--- src/rtl/ma_channel_scheduler_if.sv ---
// Request/sample/result bundle between the price capture logic, the
// moving-average scheduler and the downstream consumer.
interface ma_channel_scheduler_if #(
  parameter int unsigned NUM_CH = 4,
  parameter int unsigned DATA_W = 8
);
  logic [NUM_CH-1:0]         req;
  logic [NUM_CH*DATA_W-1:0]  sample_in;
  logic [NUM_CH-1:0]         grant;
  logic                      clr;
  logic [$clog2(NUM_CH)-1:0] clr_ch;
  logic                      avg_valid;
  logic [$clog2(NUM_CH)-1:0] avg_ch;
  logic [DATA_W-1:0]         avg_out;
  logic [NUM_CH-1:0]         warm;
  logic                      busy;

  modport master (
    output req, sample_in, clr, clr_ch,
    input  grant, avg_valid, avg_ch, avg_out, warm, busy
  );

  modport slave (
    input  req, sample_in, clr, clr_ch,
    output grant, avg_valid, avg_ch, avg_out, warm, busy
  );
endinterface

--- src/rtl/ma_channel_scheduler.sv ---
// Round-robin shares one moving-average accumulator across NUM_CH price streams.
// Optional MA_SUPPRESS_COLD_EN: only emit results once the channel is warm.
module ma_channel_scheduler #(
  parameter int unsigned NUM_CH   = 4,
  parameter int unsigned DATA_W   = 8,
  parameter int unsigned WIN_LOG2 = 5
) (
  input  logic                   clk,
  input  logic                   rst,
  ma_channel_scheduler_if.slave  bus
);
  localparam int unsigned CH_W   = $clog2(NUM_CH);
  localparam int unsigned WIN    = 1 << WIN_LOG2;
  localparam int unsigned SUM_W  = DATA_W + WIN_LOG2;
  localparam int unsigned FILL_W = WIN_LOG2 + 1;
  localparam int unsigned ADDR_W = CH_W + WIN_LOG2;

  typedef enum logic [1:0] {S_IDLE, S_FETCH, S_ACCUM, S_EMIT} state_e;

  state_e              state_q, state_d;
  logic [NUM_CH-1:0]   grant_q, grant_d;
  logic [CH_W-1:0]     rr_q, rr_d, ch_q, ch_d, avg_ch_q, avg_ch_d;
  logic [DATA_W-1:0]   smp_q, smp_d, avg_out_q, avg_out_d, rd_data_q;
  logic                avg_valid_q, avg_valid_d, busy_q, busy_d, drop_q, drop_d;

  logic [SUM_W-1:0]    sum_q    [NUM_CH];
  logic [WIN_LOG2-1:0] wr_ptr_q [NUM_CH];
  logic [FILL_W-1:0]   fill_q   [NUM_CH];
  logic [NUM_CH-1:0]   warm_q;
  logic [DATA_W-1:0]   mem_q    [NUM_CH*WIN];

  logic                found_c, clr_hit_c, upd_c, emit_ok_c;
  logic [CH_W-1:0]     pick_c, idx_c;
  logic [DATA_W-1:0]   oldest_c;
  logic [SUM_W-1:0]    sum_new_c;
  logic [ADDR_W-1:0]   addr_c;

  // A clear aimed at the channel in flight cancels its update and result
  assign clr_hit_c = bus.clr && (bus.clr_ch == ch_q) && (state_q != S_IDLE);
  assign oldest_c  = warm_q[ch_q] ? rd_data_q : '0;
  assign sum_new_c = sum_q[ch_q] - SUM_W'(oldest_c) + SUM_W'(smp_q);
  assign upd_c     = (state_q == S_ACCUM) && !drop_q && !clr_hit_c;
  assign addr_c    = {ch_q, wr_ptr_q[ch_q]};

  always_comb begin
    state_d     = state_q;
    grant_d     = '0;
    rr_d        = rr_q;
    ch_d        = ch_q;
    smp_d       = smp_q;
    avg_valid_d = 1'b0;
    avg_ch_d    = avg_ch_q;
    avg_out_d   = avg_out_q;
    drop_d      = drop_q | clr_hit_c;
    found_c     = 1'b0;
    pick_c      = '0;
    idx_c       = '0;
    emit_ok_c   = 1'b0;
    case (state_q)
      S_IDLE: begin
        drop_d = 1'b0;
        for (int unsigned i = 0; i < NUM_CH; i++) begin
          idx_c = CH_W'((32'(rr_q) + i) % NUM_CH);
          if (!found_c && bus.req[idx_c]) begin
            found_c = 1'b1;
            pick_c  = idx_c;
          end
        end
        if (found_c) begin
          grant_d[pick_c] = 1'b1;
          ch_d    = pick_c;
          smp_d   = bus.sample_in[pick_c*DATA_W +: DATA_W];
          rr_d    = CH_W'((32'(pick_c) + 1) % NUM_CH);
          state_d = S_FETCH;
        end
      end
      S_FETCH: state_d = S_ACCUM;
      S_ACCUM: state_d = S_EMIT;
      S_EMIT: begin
`ifdef MA_SUPPRESS_COLD_EN
        emit_ok_c = !(drop_q || clr_hit_c) && warm_q[ch_q];
`else
        emit_ok_c = !(drop_q || clr_hit_c);
`endif
        if (emit_ok_c) begin
          avg_valid_d = 1'b1;
          avg_ch_d    = ch_q;
          avg_out_d   = sum_q[ch_q][SUM_W-1:WIN_LOG2];
        end
        state_d = S_IDLE;
      end
      default: state_d = S_IDLE;
    endcase
    busy_d = (state_d != S_IDLE);
  end

  always_ff @(posedge clk or posedge rst) begin
    if (rst) begin
      state_q     <= S_IDLE;
      grant_q     <= '0;
      rr_q        <= '0;
      ch_q        <= '0;
      smp_q       <= '0;
      avg_valid_q <= 1'b0;
      avg_ch_q    <= '0;
      avg_out_q   <= '0;
      busy_q      <= 1'b0;
      drop_q      <= 1'b0;
    end else begin
      state_q     <= state_d;
      grant_q     <= grant_d;
      rr_q        <= rr_d;
      ch_q        <= ch_d;
      smp_q       <= smp_d;
      avg_valid_q <= avg_valid_d;
      avg_ch_q    <= avg_ch_d;
      avg_out_q   <= avg_out_d;
      busy_q      <= busy_d;
      drop_q      <= drop_d;
    end
  end

  // Per-channel running state; a clear always beats an update
  always_ff @(posedge clk or posedge rst) begin
    if (rst) begin
      for (int unsigned c = 0; c < NUM_CH; c++) begin
        sum_q[CH_W'(c)]    <= '0;
        wr_ptr_q[CH_W'(c)] <= '0;
        fill_q[CH_W'(c)]   <= '0;
      end
      warm_q <= '0;
    end else begin
      for (int unsigned c = 0; c < NUM_CH; c++) begin
        if (bus.clr && (bus.clr_ch == CH_W'(c))) begin
          sum_q[CH_W'(c)]    <= '0;
          wr_ptr_q[CH_W'(c)] <= '0;
          fill_q[CH_W'(c)]   <= '0;
          warm_q[CH_W'(c)]   <= 1'b0;
        end else if (upd_c && (ch_q == CH_W'(c))) begin
          sum_q[CH_W'(c)]    <= sum_new_c;
          wr_ptr_q[CH_W'(c)] <= wr_ptr_q[CH_W'(c)] + WIN_LOG2'(1);
          if (fill_q[CH_W'(c)] != FILL_W'(WIN))
            fill_q[CH_W'(c)] <= fill_q[CH_W'(c)] + FILL_W'(1);
          if (fill_q[CH_W'(c)] >= FILL_W'(WIN - 1))
            warm_q[CH_W'(c)] <= 1'b1;
        end
      end
    end
  end

  // History RAM: read the slot about to be overwritten, write it in ACCUM
  always_ff @(posedge clk) begin
    if (upd_c)
      mem_q[addr_c] <= smp_q;
    if (state_q == S_FETCH)
      rd_data_q <= mem_q[addr_c];
  end

  assign bus.grant     = grant_q;
  assign bus.avg_valid = avg_valid_q;
  assign bus.avg_ch    = avg_ch_q;
  assign bus.avg_out   = avg_out_q;
  assign bus.warm      = warm_q;
  assign bus.busy      = busy_q;
endmodule

--- src/flat_wrapper.sv ---
// flat-port wrapper written by rule: the top's interface ports become plain ports
module ma_channel_scheduler_flat 
#(
  parameter int unsigned NUM_CH   = 4,
  parameter int unsigned DATA_W   = 8,
  parameter int unsigned WIN_LOG2 = 5
)
  (clk, rst, bus_req, bus_sample_in, bus_clr, bus_clr_ch, bus_grant, bus_avg_valid, bus_avg_ch, bus_avg_out, bus_warm, bus_busy);
  ma_channel_scheduler_if #(.NUM_CH(NUM_CH), .DATA_W(DATA_W)) bus_i ();
  input  logic clk;
  input  logic rst;
  input wire logic [$bits(bus_i.req)-1:0] bus_req;
  input wire logic [$bits(bus_i.sample_in)-1:0] bus_sample_in;
  input wire logic [$bits(bus_i.clr)-1:0] bus_clr;
  input wire logic [$bits(bus_i.clr_ch)-1:0] bus_clr_ch;
  output wire logic [$bits(bus_i.grant)-1:0] bus_grant;
  output wire logic [$bits(bus_i.avg_valid)-1:0] bus_avg_valid;
  output wire logic [$bits(bus_i.avg_ch)-1:0] bus_avg_ch;
  output wire logic [$bits(bus_i.avg_out)-1:0] bus_avg_out;
  output wire logic [$bits(bus_i.warm)-1:0] bus_warm;
  output wire logic [$bits(bus_i.busy)-1:0] bus_busy;
  assign bus_i.req = bus_req;
  assign bus_i.sample_in = bus_sample_in;
  assign bus_i.clr = bus_clr;
  assign bus_i.clr_ch = bus_clr_ch;
  assign bus_grant = bus_i.grant;
  assign bus_avg_valid = bus_i.avg_valid;
  assign bus_avg_ch = bus_i.avg_ch;
  assign bus_avg_out = bus_i.avg_out;
  assign bus_warm = bus_i.warm;
  assign bus_busy = bus_i.busy;
  ma_channel_scheduler #(.NUM_CH(NUM_CH), .DATA_W(DATA_W), .WIN_LOG2(WIN_LOG2)) u_core (.clk(clk), .rst(rst), .bus(bus_i));
endmodule
--- config.mk ---
export PLATFORM = sky130hd
export DESIGN_NAME = ma_channel_scheduler_flat
export DESIGN_NICKNAME = d
export VERILOG_FILES = /design/src/rtl/ma_channel_scheduler_if.sv /design/src/rtl/ma_channel_scheduler.sv /design/src/flat_wrapper.sv
export SDC_FILE = /design/constraint.sdc
export NUM_CORES = 1
export LEC_CHECK = 0
export ABC_CLOCK_PERIOD_IN_PS = 5700
export CORE_AREA = 2 2 363 365
export DETAILED_ROUTE_END_ITERATION = 6
export DIE_AREA = 0 0 365 367
export GPL_TIMING_DRIVEN = 0
export PLACE_DENSITY = 0.45
export REMOVE_ABC_BUFFERS = 1
export SLEW_MARGIN = 20
export SYNTH_ARGS = -nofsm -noshare
export SYNTH_HDL_FRONTEND = slang
export SYNTH_SLANG_ARGS = --single-unit
--- constraint.sdc ---
create_clock -name clk -period 5.7 [get_ports clk]
set_input_delay 0.57 -clock clk [delete_from_list [all_inputs] [get_ports clk]]
set_output_delay 0.57 -clock clk [all_outputs]
set_load 0.01 [all_outputs]
After elaboration in Yosys (flattened, before gate mapping)
Memories as Yosys holds them, arrays and structs flattened. A register that Yosys moved wholly into a read port is not among the register bits.
Index checks and enable logic that the tools add are counted.
{"block": "totals", "latchBits": 0, "ramBits": 1024, "output_inout_bits": 20, "mem_count": 1, "ff_bits": 131, "mem_bits_ro": 0}
{"block": "op_classes", "n_bitwise": 3, "n_reduce_logical": 49, "n_mux": 81, "div": 0, "multipliers": 0, "n_addsub": 14, "n_shift": 1, "magnitude_cmp": 12, "eq_ne": 14}
{"memory": "u_core.mem_q", "words": 128, "word_bits": 8, "read_ports": 1, "rd_clocked_by_memory_dff": 1, "wr": 1, "line_no": "ma_channel_scheduler.sv:30", "text": "logic [DATA_W-1:0] mem_q [NUM_CH*WIN];"}
{"op": "13-bit 2-to-1 mux", "count": 10}
{"op": "6-bit 2-to-1 mux", "count": 12}
{"op": "5-bit 2-to-1 mux", "count": 10}
{"op": "32-bit by 6-bit variable part select with 8-bit output", "count": 1}
{"op": "1-bit 2-to-1 mux", "count": 31}
{"op": "2-bit nonzero test", "count": 14}
{"op": "13-bit binary-select mux with 2-bit select", "count": 1}
{"op": "6-bit by 1-bit adder with 6-bit output (second input constant)", "count": 4}
{"op": "6-bit by 5-bit >= comparator with 1-bit output (second input constant)", "count": 4}
{"op": "6-bit inequality test (second input constant)", "count": 4}
{"op": "5-bit by 1-bit adder with 5-bit output (second input constant)", "count": 4}
{"op": "2-bit AND reduction", "count": 10}
{"op": "2-bit by 3-bit < comparator with 1-bit output (second input constant)", "count": 6}
{"op": "1-bit logical AND", "count": 16}
{"op": "13-bit by 8-bit adder with 13-bit output", "count": 1}
{"op": "13-bit by 8-bit subtractor with 13-bit output", "count": 1}
{"op": "2-bit equality test (second input constant)", "count": 6}
{"op": "2-bit 2-to-1 mux", "count": 6}
{"op": "1-bit binary-select mux with 2-bit select", "count": 5}
{"op": "5-bit binary-select mux with 2-bit select", "count": 1}
{"op": "4-bit 2-to-1 mux", "count": 2}
{"op": "8-bit 2-to-1 mux", "count": 1}
{"op": "2-bit case mux with 4 select lines", "count": 1}
{"op": "2-bit by 1-bit equality test with 1-bit output (second input constant)", "count": 3}
{"op": "12 further kinds", "count": 20}

Longest topological paths before layout
Gate-level depths: netlist (run 1).
{"block": "depth", "ltp_word": 22, "mapped_depth": 17, "ltp_nobuf": 14}

Worst setup path after synthesis (run 1)
OpenSTA, ideal clock, no wires.
{"block": "synth_path", "path_kind": "reg-to-reg", "startpoint": "reg u_core.smp_q[1]", "endpoint": "reg u_core.sum_q[50] (netlist name)", "stages_incl_launch_ff": 13, "synth_period_minus_slack_ps": 4500, "setup_time_ps": 157, "t_arrival_ps": 4343, "path_slack_ps": 1200, "path_cell_list": "dfrtp_1 inv_1 fa_1 inv_1 ha_1 a21o_1 a21oi_1 o21bai_1 a21oi_1 o21ai_0 a311oi_1 a2bb2oi_1 a211oi_1"}
{"block": "synth_via", "elab_chain_cells": 3}
{"element": "from (decl)", "line_no": "ma_channel_scheduler.sv:23", "text": "logic [DATA_W-1:0] smp_q, smp_d, avg_out_q, avg_out_d, rd_data_q;"}
{"element": "from (signal assigned)", "line_no": "ma_channel_scheduler.sv:114", "text": "smp_q <= smp_d;"}
{"element": "13-bit by 8-bit adder with 13-bit output", "line_no": "ma_channel_scheduler.sv:41", "text": "assign sum_new_c = sum_q[ch_q] - SUM_W'(oldest_c) + SUM_W'(smp_q);"}
{"element": "13-bit 2-to-1 mux", "line_no": "ma_channel_scheduler.sv:139", "text": "end else if (upd_c && (ch_q == CH_W'(c))) begin"}
{"element": "13-bit 2-to-1 mux", "line_no": "ma_channel_scheduler.sv:134", "text": "if (bus.clr && (bus.clr_ch == CH_W'(c))) begin"}
{"element": "to (signal, indexed assignment)", "line_no": "ma_channel_scheduler.sv:140", "text": "sum_q[CH_W'(c)] <= sum_new_c;"}
{"element": "to (decl)", "line_no": "ma_channel_scheduler.sv:26", "text": "logic [SUM_W-1:0] sum_q [NUM_CH];"}
Every way passes these cells. The select of a mux whose other input is x is not followed.
A chain may end at the register's enable or synchronous reset.

Worst setup path in the final report (run 1)
{"block": "layout_path", "startpoint": "reg u_core.ch_q[0]", "endpoint": "mem u_core.mem_q[124][2], enable pin"}
{"block": "layout_via", "elab_chain_cells": 7, "elab_cells_between_ends": 11, "cone_classes": "eq/ne (1); mux (5); bitwise (1); reduce/logical (4)"}
{"element": "from (decl)", "line_no": "ma_channel_scheduler.sv:22", "text": "logic [CH_W-1:0] rr_q, rr_d, ch_q, ch_d, avg_ch_q, avg_ch_d;"}
{"element": "from (signal assigned)", "line_no": "ma_channel_scheduler.sv:113", "text": "ch_q <= ch_d;"}
{"element": "2-bit equality test", "line_no": "ma_channel_scheduler.sv:39", "text": "assign clr_hit_c = bus.clr && (bus.clr_ch == ch_q) && (state_q != S_IDLE);"}
{"element": "1-bit logical AND (2 in series)", "line_no": "ma_channel_scheduler.sv:39"}
{"element": "1-bit logical NOT", "line_no": "ma_channel_scheduler.sv:42", "text": "assign upd_c = (state_q == S_ACCUM) && !drop_q && !clr_hit_c;"}
{"element": "1-bit logical AND", "line_no": "ma_channel_scheduler.sv:42"}
{"element": "1-bit 2-to-1 mux", "line_no": "ma_channel_scheduler.sv:153", "text": "if (upd_c)"}
{"element": "1-bit 2-to-1 mux (implied by the code)", "line_no": "ma_channel_scheduler.sv:154", "text": "mem_q[addr_c] <= smp_q;"}
{"element": "to (decl)", "line_no": "ma_channel_scheduler.sv:30"}
Parallel ways exist; a longest one is shown, timed or not. The select of a mux whose other input is x is not followed.

==> metrics.yaml, run 1 <==
status:
  status: "finished clean"
setup_path:
  critPathKind: "reg -> reg"
  cp-end-kind: "flip-flop"
  worst_ep_required_time_ns: 6.04
  critical_path.startpoint_type: "flip-flop"
  cp_max_fo: 48
  cp.arrival_ns: 5.16
grt:
  overflow: 0
  grtUsageTotal_pct: 18.6
  antenna_found_initial: 3
  grt_pass1_vias: 26600
  grt_pass1_wl_um: 182000
  grt_max_degree: 77
synthesis:
  synth_ff_type: "edfxtp_1"
  yosys.area_share.simple_pct: 5.70
  synth_top_family_by_area: "compound AO/OA/AOI/OAI gates"
  async_flop_share_pct: 11.3
  synth_area_leaders: "edfxtp_1 (69%), a22oi_1 (8.5%), dfrtp_1 (7.3%), nor2_1 (2.1%), a41oi_1 (2.0%)"
  synth_edf_count: 1032
  yosysWarnings: 0
  yosysTopAreaCell: "edfxtp_1"
  synth_top_area_share_pct: 68.6
  ys_types: 52
  ys_ff_latch: 1163
  synth_area_per_cell_um2: 16.0
  netlist_instances: 2823
  synth.most_common_cell: "edfxtp_1"
  muxShareOfSynthArea_pct: 1.38
  synthesis.area_mm2: 0.0452
  synth_compound_area_share_pct: 12.3
  synth_fa_ha_area_share_pct: 1.30
  synth_xor_area_share_pct: 0.970
  synthTopCellsByCount: "edfxtp_1 (1032), a22oi_1 (512), nor2_1 (251)"
  ys_seq_area_share_pct: 75.9
final_layout:
  area_growth_pct: 16.9
  drive_gt1_share_pct: 11.3
  multiInputGateArea_mm2: 0.00993
  num_antenna_cells: 0
  stdcell_area_mm2: 0.0528
  final_util_pct: 40.5
  fin_nets: 2994
  register_area_mm2: 0.0343
  nFillCells: 11800
power:
  power.total_mw: 27.0
  p_leak_nw: 16.7
  p_per_area_mw_per_mm2: 512
  p_comb_share_pct: 28.4
  pwr-share-clk_pct: 30.0
  p_sw_mw: 8.89
  seq_power_share_pct: 41.6
  p_sw_share_pct: 32.9
  ir_worst_vdd_mv: 0.248
  p_int_mw: 18.1
clocking:
  post_cts_buffers: 0
  cts_hold_buf: 0
  cts_tree: "done"
  cts_root_buffer: "clkbuf_16"
  cts_max_path_buffers: 3
  clk_latency_ns: 0.73
  htreeDepth: 4
  cts_buffers: 130
  cts_resized: 0
  cts.sinks: 1163
  clk_pin_slew_worst_paths_ns: 0.06
timing:
  period_minus_slack_ns: 4.83
  final_max_slew_viol_count: 0
  fmax_mhz: 207
  min_period_over_period_pct: 84.7
  tightest_slew_ns: 1.10
  grt_setup_unrepaired: "no"
  fin_skew_ns: 0.0256
  setup_viol: 0
  final.setup.worst_slack_ns: 0.874
  slew_headroom_pct: 25.7
  timing.final.hold_violations: 0
  setup_tns_ns: 0
drt:
  drc: 0
  post_drt_wl_per_cell_um: 26.2
  dr_wl_met3_um: 7440
  drt_pass1_iterations: 5
  viasPerCell: 5.44
  dr.max_layer_used: "met5"
  drt_iter0_drc: 2469
  wl_met1_um: 54800
  met2_wirelength_um: 59700
  routed_wirelength_um: 125000
  vias: 25900
  detail-route-antenna-nets: 0
place:
  place_area_mm2: 0.0487
  gp_congestion: 0.767
  hpwl_um: 79400
  dp_slack_ns: 0.827
  io_buffers: 60
floorplanning:
  core_mm2: 0.130
  start_util_pct: 34.6
  io_pins: 61
  die_w_um: 365
  die_h_um: 367
  rows: 133
  die_area_mm2: 0.134
hold_path:
  hold_path_class: "in -> async"
job:
  drv_cap: 0
[logic make-up (layout without fill, tap and decap cells)]
| family | Yosys count | in the layout |
|---|---|---|
| xor+xnor | 50 | 50 |
| fa+ha+maj | 42 | 42 |
| simple gates | 562 | 562 |
| flops | 1163 | 1163 |
| compound gates | 741 | 741 |
| mux | 37 | 37 |
| buf+inv | 228 | 413 |
[worst max-delay path: stages (launching register included)]
cell and delay [ns]:
dfrtp_4 0.88, mux4_2 0.78, nor2_1 0.20, and2_4 0.65, buf_16 0.31, nand2_2 0.50, nor2_1 0.99
[layer usage]
metal,GRT usage [%],vias up
met1,25.7,13500
li1,-,11500
met4,4.89,2
met3,3.18,181
met2,30.3,818
met5,0,-
[flip-flops by register name, indices dropped and copies added, names as in the netlist, 8 cells and up]
name / cells
u_core.mem_q: 1024
u_core.smp_q: 8
u_core.fill_q: 24
u_core.bus.avg_out: 8
u_core.sum_q: 52
u_core.wr_ptr_q: 20
u_core.rd_data_q: 8
[power groups by stage]
stage | clock network (mW) | logic, mW | registers [mW]
after floorplan | 0 | 3.75 | 11.7
after global placement | 0 | 4.88 | 12.7
after detailed placement | 0 | 7.73 | 11.4
after CTS | 8.27 | 7.76 | 11.3
after global routing | 8.61 | 8.38 | 11.3
final | 8.10 | 7.69 | 11.2
[layout by cell type, fill, tap and decap left out, drive strengths merged, types with 58 or more instances in the layout]
cell	n
clkdlybuf4s50	60
buf	71
nand2	140
dfrtp	131
a41oi	105
a21oi	58
clkbuf	164
a22oi	512
nor2	251
edfxtp	1032
[worst paths after layout]
path / endpoint / cells past startpoint / slack [ns] / from
min in group clk: u_core.bus.avg_out[5] / 1 / 0.50 / u_core.bus.avg_out[5]
worst max-delay path: u_core.mem_q[124][2] / 6 / 0.87 / u_core.ch_q[0]
worst min register to register: u_core.bus.avg_out[5] / 1 / 0.50 / u_core.bus.avg_out[5]
worst min-delay path: u_core.sum_q[23] / 2 / 0.26 / rst
max in group asynchronous: u_core.wr_ptr_q[16] / 3 / 4.72 / rst
worst max register to register: u_core.mem_q[124][2] / 6 / 0.87 / u_core.ch_q[0]
[area by class of cell]
type | count | area share, %
clock buffers | 164 | 6.54
clock inverters | 65 | 1.28
inverters | 53 | 0.391
multi-input cells | 1432 | 18.8
flip-flops and latches | 1163 | 64.9
well taps | 1755 | 4.16
repair buffers | 131 | 3.90
[per-stage QoR]
step | hold WS [ns] | std cells
5_1_grt | 0.281 | 4763
3_3_place_gp | 0.488 | 4463
4_1_cts | 0.231 | 4763
3_5_place_dp | 0.500 | 4534
6_report | 0.260 | 4763
2_1_floorplan | 0.474 | 2648
(Power assumes the default switching activity.)
==> inputs of run 2 (changes only) <==
Settings changed: ABC_CLOCK_PERIOD_IN_PS 5700 to 4300, PLACE_DENSITY 0.45 to 0.47.
Clock period 5.7 ns to 4.3 ns, I/O delays scaled along.
==> run 2 against run 1 <==
- clock skew rose by 0.028 ns
- sequential share of layout area rose by 0.15 points
- global-route usage fell by 0.57 points
- routed wire length fell by 1.5%
- total power rose by 31%
- worst setup slack got worse by 0.76 ns
- sequential power rose by 33%
- core utilization fell by 0.088 points
- non-clock buffer count rose by 9
==> metrics.yaml, run 2 (synthesized netlist as in run 1, its figures left out) <==
drt:
  routed_wirelength_um: 123000
  vias: 26000
  detail-route-antenna-nets: 0
  post_drt_wl_per_cell_um: 25.7
  drt_pass1_iterations: 7
  viasPerCell: 5.44
  drc: 0
  drt_iter0_drc: 2446
final_layout:
  register_area_mm2: 0.0343
  final_common_cell: "edfxtp_1"
  final_cell_mix: "edfxtp_1 (1032), a22oi_1 (512), nor2_1 (239)"
  largestRegisters: "u_core.mem_q (1024), u_core.sum_q (52), u_core.fill_q (24)"
  area_growth_pct: 16.7
  top_register: "u_core.mem_q"
  final_util_pct: 40.4
  multiInputGateArea_mm2: 0.00998
  stdcell_area_mm2: 0.0527
  nFillCells: 11800
  fin_nets: 2992
  largest_register_ff_count: 1024
  drive_gt1_share_pct: 11.7
power:
  ir_worst_vdd_mv: 0.434
  p_leak_nw: 16.6
  p_per_area_mw_per_mm2: 670
clocking:
  cts_tree: "done"
  htreeDepth: 3
  cts_max_path_buffers: 3
  clk_latency_ns: 0.73
  cts_buffers: 119
  cts_root_buffer: "clkbuf_16"
  clk_pin_slew_worst_paths_ns: 0.06
  cts.sinks: 1163
floorplanning:
  die_area_mm2: 0.134
  die_h_um: 367
  die_w_um: 365
  io_pins: 61
  start_util_pct: 34.6
  rows: 133
  core_mm2: 0.130
grt:
  grt_pass1_vias: 26200
  grt_pass1_wl_um: 178000
  overflow: 0
  grtUsageTotal_pct: 18.0
  antenna_found_initial: 2
  grt_max_degree: 89
timing:
  min_period_over_period_pct: 97.5
  fin_skew_ns: 0.0535
  whs_ns: 0.133
  setup_viol: 0
  final_max_slew_viol_count: 0
  tightest_slew_ns: 0.996
  grt_setup_unrepaired: "yes"
  timing.final.hold_violations: 0
  slew_headroom_pct: 33.4
  fmax_mhz: 239
  period_minus_slack_ns: 4.19
hold_path:
  hold_path_class: "in -> async"
setup_path:
  max_stage_delay_ns: 0.72
  worst_ep_required_time_ns: 4.72
  cp_cell_sequence: "mux4_2 -> nand2b_1 -> nor2_4 -> buf_12 -> buf_12 -> buf_16 -> a22oi_1 -> nand4_1 -> a221o_1 -> nor3_1 -> nor4_2"
  cp-end-kind: "flip-flop"
  cp_common_cell: "buf_12"
  critical_path.startpoint_type: "flip-flop"
  cp.arrival_ns: 4.61
  critPathKind: "reg -> reg"
  crit_slowest_cell: "mux4_2"
  cp_max_fo: 25
place:
  hpwl_um: 77300
  gp_congestion: 0.757
  place_area_mm2: 0.0487
  io_buffers: 60
job:
  drv_cap: 0
status:
  status: "finished clean"
[run 2: changes by cell type in the layout (fill, tap and decap cells not counted), moves of 5 or more]
cell,before,now
buf_16,24,30
clkbuf_16,132,120
buf_8,20,15
clkinv_1,21,30
buf_4,2,10
clkbuf_1,29,23
clkinv_2,18,24
[run 2: cell type report]
cell class / count / share of cell area (%)
clock buffer: 147 / 5.97
sequential: 1163 / 65.1
timing repair buffer: 140 / 4.13
multi-input combinational: 1432 / 18.9
clock inverter: 75 / 1.31
inverter: 53 / 0.392
antenna: 3 / 0.0142
tap: 1755 / 4.17
[run 2: worst paths after layout]
kind                                        from                     to  slack [ns]  cells after the start
max                               u_core.ch_q[0]    u_core.rd_data_q[3]        0.11                     11
min                                          rst    u_core.bus.grant[1]        0.13                      2
max reg2reg                       u_core.ch_q[0]    u_core.rd_data_q[3]        0.11                     11
min reg2reg                u_core.bus.avg_out[7]  u_core.bus.avg_out[7]        0.51                      1
max in group asynchronous                    rst    u_core.wr_ptr_q[11]        3.39                      3
min in group clk           u_core.bus.avg_out[7]  u_core.bus.avg_out[7]        0.51                      1
[run 2: critical path: cells and delay by family, from the launching register on]
kind / cells / cell delay, ns
buf+inv: 3 / 0.57
compound gates: 2 / 0.65
flops: 1 / 0.54
simple gates: 5 / 1.35
mux: 1 / 0.72
[run 2: layer usage]
metal  global-route usage, %  vias up  routed length (µm)
met5                       0        -                  13
met1                    25.0    13500               53900
met2                    29.8      794               59400
li1                        -    11500                   -
met3                    2.71      177                6940
met4                    4.06        2                2430
[run 2: power by group]
group,switching [mW],internal (mW)
logic,6.70,3.64
registers,0.616,14.2
clock network,4.32,5.78
[run 2: metrics by stage]
| step | TNS (ns) | power (mW) | instances | worst slack (ns) |
|---|---|---|---|---|
| finish | 0 | 35.3 | 4768 | 0.110 |
| global route | -3.23 | 36.8 | 4765 | -0.0887 |
| CTS | 0 | 35.4 | 4761 | 0.0454 |
| detailed placement | -97.34 | 25.3 | 4535 | -0.454 |
| global placement | -9471.30 | 22.7 | 4463 | -12.97 |
| floorplan | -2388.33 | 20.3 | 2648 | -3.88 |
[run 2: repair_timing]
| item | CTS | global route |
|---|---|---|
| setup endpoints to repair | 513 | 84 |
| pin swaps | 0 | 1 |
| gates resized for setup | 3 | 11 |
| hold buffers | 0 | 0 |
| buffers inserted | 4 | 4 |
